`src/rtl/multicycle_alu_controller.sv`:
```
// Moore control FSM for the multi-cycle CPU.
// Sequences IF/ID/EX/MEM/WB and drives ALU, PC, memory and register-file controls.
module multicycle_alu_controller #(
    parameter int STATE_W = 4
) (
    input  logic       clk,
    input  logic       reset,
    input  logic [5:0] OpCode,
    input  logic [5:0] Funct,
    output logic       PCWrite,
    output logic       PCWriteCond,
    output logic       IorD,
    output logic       MemRead,
    output logic       MemWrite,
    output logic       IRWrite,
    output logic       RegWrite,
    output logic [1:0] RegDst,
    output logic [1:0] MemtoReg,
    output logic       ExtOp,
    output logic       LuOp,
    output logic [1:0] ALUSrcA,
    output logic [1:0] ALUSrcB,
    output logic [1:0] PCSource,
    output logic [4:0] ALUConf,
    output logic       Sign,
    output logic       Illegal
);

    localparam logic [STATE_W-1:0] S_IF     = STATE_W'(0);
    localparam logic [STATE_W-1:0] S_ID     = STATE_W'(1);
    localparam logic [STATE_W-1:0] S_EX_R   = STATE_W'(2);
    localparam logic [STATE_W-1:0] S_EX_I   = STATE_W'(3);
    localparam logic [STATE_W-1:0] S_ADDR   = STATE_W'(4);
    localparam logic [STATE_W-1:0] S_MEM_RD = STATE_W'(5);
    localparam logic [STATE_W-1:0] S_MEM_WR = STATE_W'(6);
    localparam logic [STATE_W-1:0] S_WB_MEM = STATE_W'(7);
    localparam logic [STATE_W-1:0] S_WB_ALU = STATE_W'(8);
    localparam logic [STATE_W-1:0] S_BEQ    = STATE_W'(9);
    localparam logic [STATE_W-1:0] S_JUMP   = STATE_W'(10);

    localparam logic [4:0] C_ADD = 5'b00000;
    localparam logic [4:0] C_OR  = 5'b00001;
    localparam logic [4:0] C_AND = 5'b00010;
    localparam logic [4:0] C_SUB = 5'b00110;
    localparam logic [4:0] C_SLT = 5'b00111;
    localparam logic [4:0] C_NOR = 5'b01100;
    localparam logic [4:0] C_XOR = 5'b01101;
    localparam logic [4:0] C_SRL = 5'b10000;
    localparam logic [4:0] C_SRA = 5'b11000;
    localparam logic [4:0] C_SLL = 5'b11001;

    logic [STATE_W-1:0] state;
    logic [STATE_W-1:0] state_nxt;

    logic       is_r, r_ok, is_jr, is_r_alu, is_shift, r_sign;
    logic       is_lw, is_sw, is_imm, is_beq, is_j, is_jal, legal;
    logic [4:0] r_conf, i_conf;

    // Instruction class decode from the IR fields
    always_comb begin
        is_r     = (OpCode == 6'h00);
        r_ok     = 1'b1;
        is_shift = 1'b0;
        r_sign   = 1'b0;
        r_conf   = C_ADD;
        case (Funct)
            6'h00: begin r_conf = C_SLL; is_shift = 1'b1; end
            6'h02: begin r_conf = C_SRL; is_shift = 1'b1; end
            6'h03: begin r_conf = C_SRA; is_shift = 1'b1; end
            6'h08: r_conf = C_ADD;
            6'h20: begin r_conf = C_ADD; r_sign = 1'b1; end
            6'h21: r_conf = C_ADD;
            6'h22: begin r_conf = C_SUB; r_sign = 1'b1; end
            6'h23: r_conf = C_SUB;
            6'h24: r_conf = C_AND;
            6'h25: r_conf = C_OR;
            6'h26: r_conf = C_XOR;
            6'h27: r_conf = C_NOR;
            6'h2a: begin r_conf = C_SLT; r_sign = 1'b1; end
            6'h2b: r_conf = C_SLT;
            default: r_ok = 1'b0;
        endcase
        is_jr    = is_r & (Funct == 6'h08);
        is_r_alu = is_r & r_ok & ~is_jr;
        is_lw    = (OpCode == 6'h23);
        is_sw    = (OpCode == 6'h2b);
        is_beq   = (OpCode == 6'h04);
        is_j     = (OpCode == 6'h02);
        is_jal   = (OpCode == 6'h03);
        is_imm   = 1'b1;
        i_conf   = C_ADD;
        case (OpCode)
            6'h08, 6'h09, 6'h0f: i_conf = C_ADD;
            6'h0a, 6'h0b:        i_conf = C_SLT;
            6'h0c:               i_conf = C_AND;
            6'h0d:               i_conf = C_OR;
            default:             is_imm = 1'b0;
        endcase
        legal = is_jr | is_r_alu | is_lw | is_sw | is_imm
              | is_beq | is_j | is_jal;
    end

    // Next-state sequencing
    always_comb begin
        state_nxt = S_IF;
        case (state)
            S_IF: state_nxt = S_ID;
            S_ID: begin
                unique case (1'b1)
                    is_jr:          state_nxt = S_JUMP;
                    is_r_alu:       state_nxt = S_EX_R;
                    is_lw | is_sw:  state_nxt = S_ADDR;
                    is_imm:         state_nxt = S_EX_I;
                    is_beq:         state_nxt = S_BEQ;
                    is_j | is_jal:  state_nxt = S_JUMP;
                    default:        state_nxt = S_IF;
                endcase
            end
            S_EX_R:   state_nxt = S_WB_ALU;
            S_EX_I:   state_nxt = S_WB_ALU;
            S_ADDR:   state_nxt = is_lw ? S_MEM_RD : S_MEM_WR;
            S_MEM_RD: state_nxt = S_WB_MEM;
            default:  state_nxt = S_IF;
        endcase
    end

    // State register with synchronous active-low reset
    always_ff @(posedge clk) begin
        if (!reset) state <= S_IF;
        else        state <= state_nxt;
    end

    // Moore output decode; everything held at 0 while in reset
    always_comb begin
        PCWrite     = 1'b0;
        PCWriteCond = 1'b0;
        IorD        = 1'b0;
        MemRead     = 1'b0;
        MemWrite    = 1'b0;
        IRWrite     = 1'b0;
        RegWrite    = 1'b0;
        RegDst      = 2'b00;
        MemtoReg    = 2'b00;
        ExtOp       = 1'b0;
        LuOp        = 1'b0;
        ALUSrcA     = 2'b00;
        ALUSrcB     = 2'b00;
        PCSource    = 2'b00;
        ALUConf     = C_ADD;
        Sign        = 1'b0;
        Illegal     = 1'b0;
        if (reset) begin
            case (state)
                S_IF: begin
                    MemRead = 1'b1;
                    IRWrite = 1'b1;
                    ALUSrcB = 2'b01;
                    PCWrite = 1'b1;
                end
                S_ID: begin
                    ALUSrcB = 2'b11;
                    ExtOp   = 1'b1;
                    Illegal = ~legal;
                end
                S_EX_R: begin
                    ALUSrcA = is_shift ? 2'b10 : 2'b01;
                    ALUConf = r_conf;
                    Sign    = r_sign;
                end
                S_EX_I: begin
                    ALUSrcA = 2'b01;
                    ALUSrcB = 2'b10;
                    ExtOp   = ~((OpCode == 6'h0c) | (OpCode == 6'h0d));
                    LuOp    = (OpCode == 6'h0f);
                    ALUConf = i_conf;
                    Sign    = (OpCode == 6'h0a);
                end
                S_ADDR: begin
                    ALUSrcA = 2'b01;
                    ALUSrcB = 2'b10;
                    ExtOp   = 1'b1;
                end
                S_MEM_RD: begin
                    MemRead = 1'b1;
                    IorD    = 1'b1;
                end
                S_MEM_WR: begin
                    MemWrite = 1'b1;
                    IorD     = 1'b1;
                end
                S_WB_MEM: begin
                    RegWrite = 1'b1;
                    MemtoReg = 2'b01;
                end
                S_WB_ALU: begin
                    RegWrite = 1'b1;
                    RegDst   = is_r ? 2'b01 : 2'b00;
                end
                S_BEQ: begin
                    ALUSrcA     = 2'b01;
                    ALUConf     = C_SUB;
                    PCWriteCond = 1'b1;
                    PCSource    = 2'b01;
                end
                S_JUMP: begin
                    PCWrite  = 1'b1;
                    PCSource = is_jr ? 2'b11 : 2'b10;
                    if (is_jal) begin
                        RegWrite = 1'b1;
                        RegDst   = 2'b10;
                        MemtoReg = 2'b10;
                    end
                end
                default: ;
            endcase
        end
    end

endmodule

```
`config.mk`:
```
export PLATFORM = sky130hd
export DESIGN_NAME = multicycle_alu_controller
export DESIGN_NICKNAME = d
export VERILOG_FILES = /design/src/rtl/multicycle_alu_controller.sv
export SDC_FILE = /design/constraint.sdc
export NUM_CORES = 1
export LEC_CHECK = 0
export ABC_AREA = 1
export CORE_MARGIN = 1
export CORE_UTILIZATION = 36
export CTS_BUF_LIST = sky130_fd_sc_hd__clkbuf_16
export DETAILED_ROUTE_END_ITERATION = 16
export GPL_ROUTABILITY_DRIVEN = 1
export PLACE_DENSITY_LB_ADDON = 0.12
export SLEW_MARGIN = 25
export SYNTH_ARGS = -nofsm -noshare
export SYNTH_HDL_FRONTEND = slang
export SYNTH_SLANG_ARGS = --single-unit
```
`constraint.sdc`:
```
create_clock -name clk -period 1.3 [get_ports clk]
set_input_delay 0.325 -clock clk [delete_from_list [all_inputs] [get_ports clk]]
set_output_delay 0.325 -clock clk [all_outputs]
set_load 0.02 [all_outputs]
```
==> flow_summary.toml, run 1 <==
[outcome]
status = "aborted with a tool error"
stop_stage = "global routing"
stop_error = "[ERROR DPL-0038] Utilization greater than 100%, impossible to legalize"

[clocking]
cts_inserted_buffers = 3
postCtsHoldBufs = 0
clockRootBuffer = "clkbuf_16"
cts.sinks = 4
clock_path_buffers = 2
h-tree-depth = 1

[yosys]
synth_enable_flop_cells = 0
ys_seq_area_share_pct = 9.71
synth.ff_latch_count = 4
syn_area_um2 = 825
syn_nets = 178
ys_warn_count = 0
synthCells = 164
synthArstFlopShare_pct = 0
synth_top_area_share_pct = 14.6
synth_area_per_cell_um2 = 5.03
synth_flop_cell = "dfxtp_1"
synthDistinctLibCells = 27
yosysTopAreaCell = "inv_1"
synth.area.top_cells = "inv_1 15%, nor2_1 15%, nand2_1 14%, dfxtp_1 9.7%, nand3_1 6.1%"

[placed_design]
placed_cell_area_um2 = 1740
dp_cells = 268
place_ws_ns = -1.28
portBuffers = 39
gp_congestion = 0.940
hpwl_mm = 2.63

[floorplanning]
rows = 16
io_pins = 40
die_h_um = 49.9
start_util_pct = 40.0
fp.dieW_um = 49.9

[timing]
grt-worst-endpoint = "ALUConf[0]"
endpoint_type = "top-level output"

[grt]
grt_max_degree = 11
[stage by stage]
stage / util [%] / TNS (ns)
2_1_floorplan: - / -1.58
3_3_place_gp: 84.2 / -27.95
3_5_place_dp: 84.2 / -29.20
4_1_cts: 96.9 / -10.38
[cells by family after synthesis]
group                  share of synthesized area (%)
flip-flops                                      9.71
buffers and inverters                           16.5
AO/OA/AOI/OAI                                   18.7
AND/OR/NAND/NOR                                 55.1
[cell usage after synthesis, drive strengths merged, types with 2 or more instances]
cell / number
nor2: 40
inv: 34
nand2: 33
o21ai: 12
nand3: 11
a21oi: 10
nor3: 7
dfxtp: 4
nand4: 3
o211ai: 2
[timing repair]
item | CTS
cloned | 0
endpoints found under the setup margin | 29
resized for setup | 215
pin swaps | 22
buffers inserted | 9
==> run 2: changes to the inputs <==
Settings changed: CORE_AREA set to 2 2 63 65, CORE_MARGIN 1 to unset, CORE_UTILIZATION 36 to unset, CTS_BUF_LIST sky130_fd_sc_hd__clkbuf_16 to unset, DIE_AREA set to 0 0 65 67, PLACE_DENSITY_LB_ADDON 0.12 to 0.15.
Clock period 1.3 ns to 1.69 ns, I/O delays scaled along.
==> run 2 against run 1 <==
  * Synthesized area is the same
  * Synthesized cell count is the same
  * The flow now finishes, with violations (setup timing)
==> flow_summary.toml, run 2 <==
[grt]
track_usage_pct = 16.1
grt_pass1_vias = 1244
grt_first_pass_wirelength_mm = 5.52
grt_overflow = 0
antenna_found_initial = 0
grt_max_degree = 7

[critical_path]
r2r_setup_slack_ns = 0.42
endpoint_kind = "output pin"
crit_type = "flop to output pin"
required_ns = 1.27
cp.arrival_ns = 1.49
cp-start-kind = "flop"
cp_max_fo = 4

[floorplanning]
start_util_pct = 22.9
io_pins = 40
die_h_um = 67
rows = 22
dieArea_um2 = 4360
fp.dieW_um = 65
core-area_um2 = 3610

[pwr]
p_leak_nw = 1.01
ir_drop_uv = 201
p_per_area_nw_per_um2 = 306

[detailed_routing]
dr.pass1.iters = 4
vias = 1368
drc = 0
via_per_inst = 4.36
drt_iter0_markers = 25
ant_nets = 0
wire_per_inst_um = 11.2
routed_wl_mm = 3.53

[timing]
fin_crit_ns = 1.91
setup_viol = 22
rsz0062_at_grt = "true"
tightest_slew_ns = 0.282
slew_viol_final = 0
timing.slew.headroom_pct = 81.1
skew_ns = 0.000396
post-route-period-util_pct = 113
setup_ws_ns = -0.219
timing.hold.ws_ns = 0.626
fmax_ghz = 0.524
hold_viol = 0
setup-tns-final_ns = -2.25

[yosys]
ys_warn_count = 0
yosysTopAreaCell = "inv_1"
synth_flop_cell = "dfxtp_1"
syn_area_um2 = 825
synth_top_area_share_pct = 14.6
synth.ff_latch_count = 4
synthDistinctLibCells = 27
synth_area_per_cell_um2 = 5.03
syn_nets = 178
synthCells = 164
synth_enable_flop_cells = 0
synth.area.top_cells = "inv_1 15%, nor2_1 15%, nand2_1 14%, dfxtp_1 9.7%, nand3_1 6.1%"
yosys-top-cells-count = "32 x inv_1, 32 x nor2_1, 31 x nand2_1"
ys_seq_area_share_pct = 9.71
synthArstFlopShare_pct = 0

[clocking]
h-tree-depth = 1
clockRootBuffer = "clkbuf_8"
clock_path_buffers = 2
cts_inserted_buffers = 3
cts_tree = "yes"
cts.sinks = 4
path_clk_slew_ns = 0.03
clk_latency_ns = 0.21
postCtsHoldBufs = 0

[finish]
final_common_cell = "buf_4"
nets = 282
antenna_cells = 0
top_regs = "state x4"
multiInputGateArea_um2 = 948
layout-drive-gt1-share_pct = 72.9
regMostFlops = "state"
syn_to_final_growth_pct = 157
largest_reg_flops = 4
postLayoutCoreUtil_pct = 58.8
seqCellArea_um2 = 95.1
fillCellCount = 345
final_cell_mix = "63 x buf_4, 26 x buf_6, 23 x nor2_4, 18 x nand2_1, 15 x inv_2"

[hold_path]
hp-class = "primary input to flop"

[placed_design]
gp_congestion = 0.853
hpwl_mm = 2.55
portBuffers = 39

[outcome]
status = "complete, but fails checks"
violations = "setup timing"

[run]
max_cap_violations = 0
==> run 2: cell counts after synthesis <==
Identical to the previous run, type by type.
==> run 2: stage by stage <==
step	power (mW)	std cells	setup WS, ns	cell area (um^2)
5_1_grt	0.687	314	-0.283	2120
6_report	0.649	314	-0.219	2120
3_5_place_dp	0.378	298	-1.10	1680
2_1_floorplan	0.219	164	0.00120	867
4_1_cts	0.607	307	-0.200	1860
3_3_place_gp	0.379	298	-1.13	1680
==> run 2: kinds of logic (layout without fill, tap and decap cells) <==
logic type             count (synthesis)  after routing  share of synthesized area [%]
and+or+nand+nor                       97             97                           55.1
buffers and inverters                 36            138                           16.5
AOI/OAI and AO/OA                     27             27                           18.7
DFF                                    4              4                           9.71
==> run 2: critical path, cell delays in order (launching register included) <==
cell     delay, ns
dfxtp_4       0.35
nor2_4        0.13
buf_6         0.13
nand2_8       0.07
nor3_4        0.16
or2_1         0.13
inv_1         0.04
a21oi_2       0.12
buf_4         0.15
==> run 2: layout make-up <==
type / instances / area share, %
Clock buffer: 3 / 1.95
Inverter: 34 / 6.61
Multi-Input combinational cell: 124 / 44.7
Sequential cell: 4 / 4.48
Tap cell: 48 / 2.83
Timing Repair Buffer: 101 / 39.4
==> run 2: timing repair <==
action                     in CTS  in global routing
gates cloned                    0                  0
setup endpoints to repair      26                 25
resized for setup             242                 78
buffers inserted                6                  7
pin swaps                      34                 24
==> run 2: worst paths after layout <==
path	startpoint	endpoint	cells after the start
setup / recovery	state[2]	ALUConf[0]	8
hold / removal	OpCode[4]	state[2]	6
setup reg to reg	state[2]	state[0]	8
hold reg to reg	state[1]	state[3]	3
==> run 2: report_power, final <==
part | internal [mW] | total [mW] | switching, mW | leakage (nW)
Sequential | 0.0964 | 0.107 | 0.0102 | 0.0355
Clock | 0.151 | 0.194 | 0.0432 | 0.0216
Combinational | 0.162 | 0.347 | 0.186 | 0.956
==> run 2: routing by layer <==
metal	part of all wire, %	global-route usage, %	wire, um	vias to the layer above
met5	0	0	0	-
met2	50	28.6	1760	40
met3	5.2	3.04	182	0
met1	45	20.9	1580	596
li1	-	-	-	732
met4	0	0.798	0	0
(Power assumes the default switching activity.)
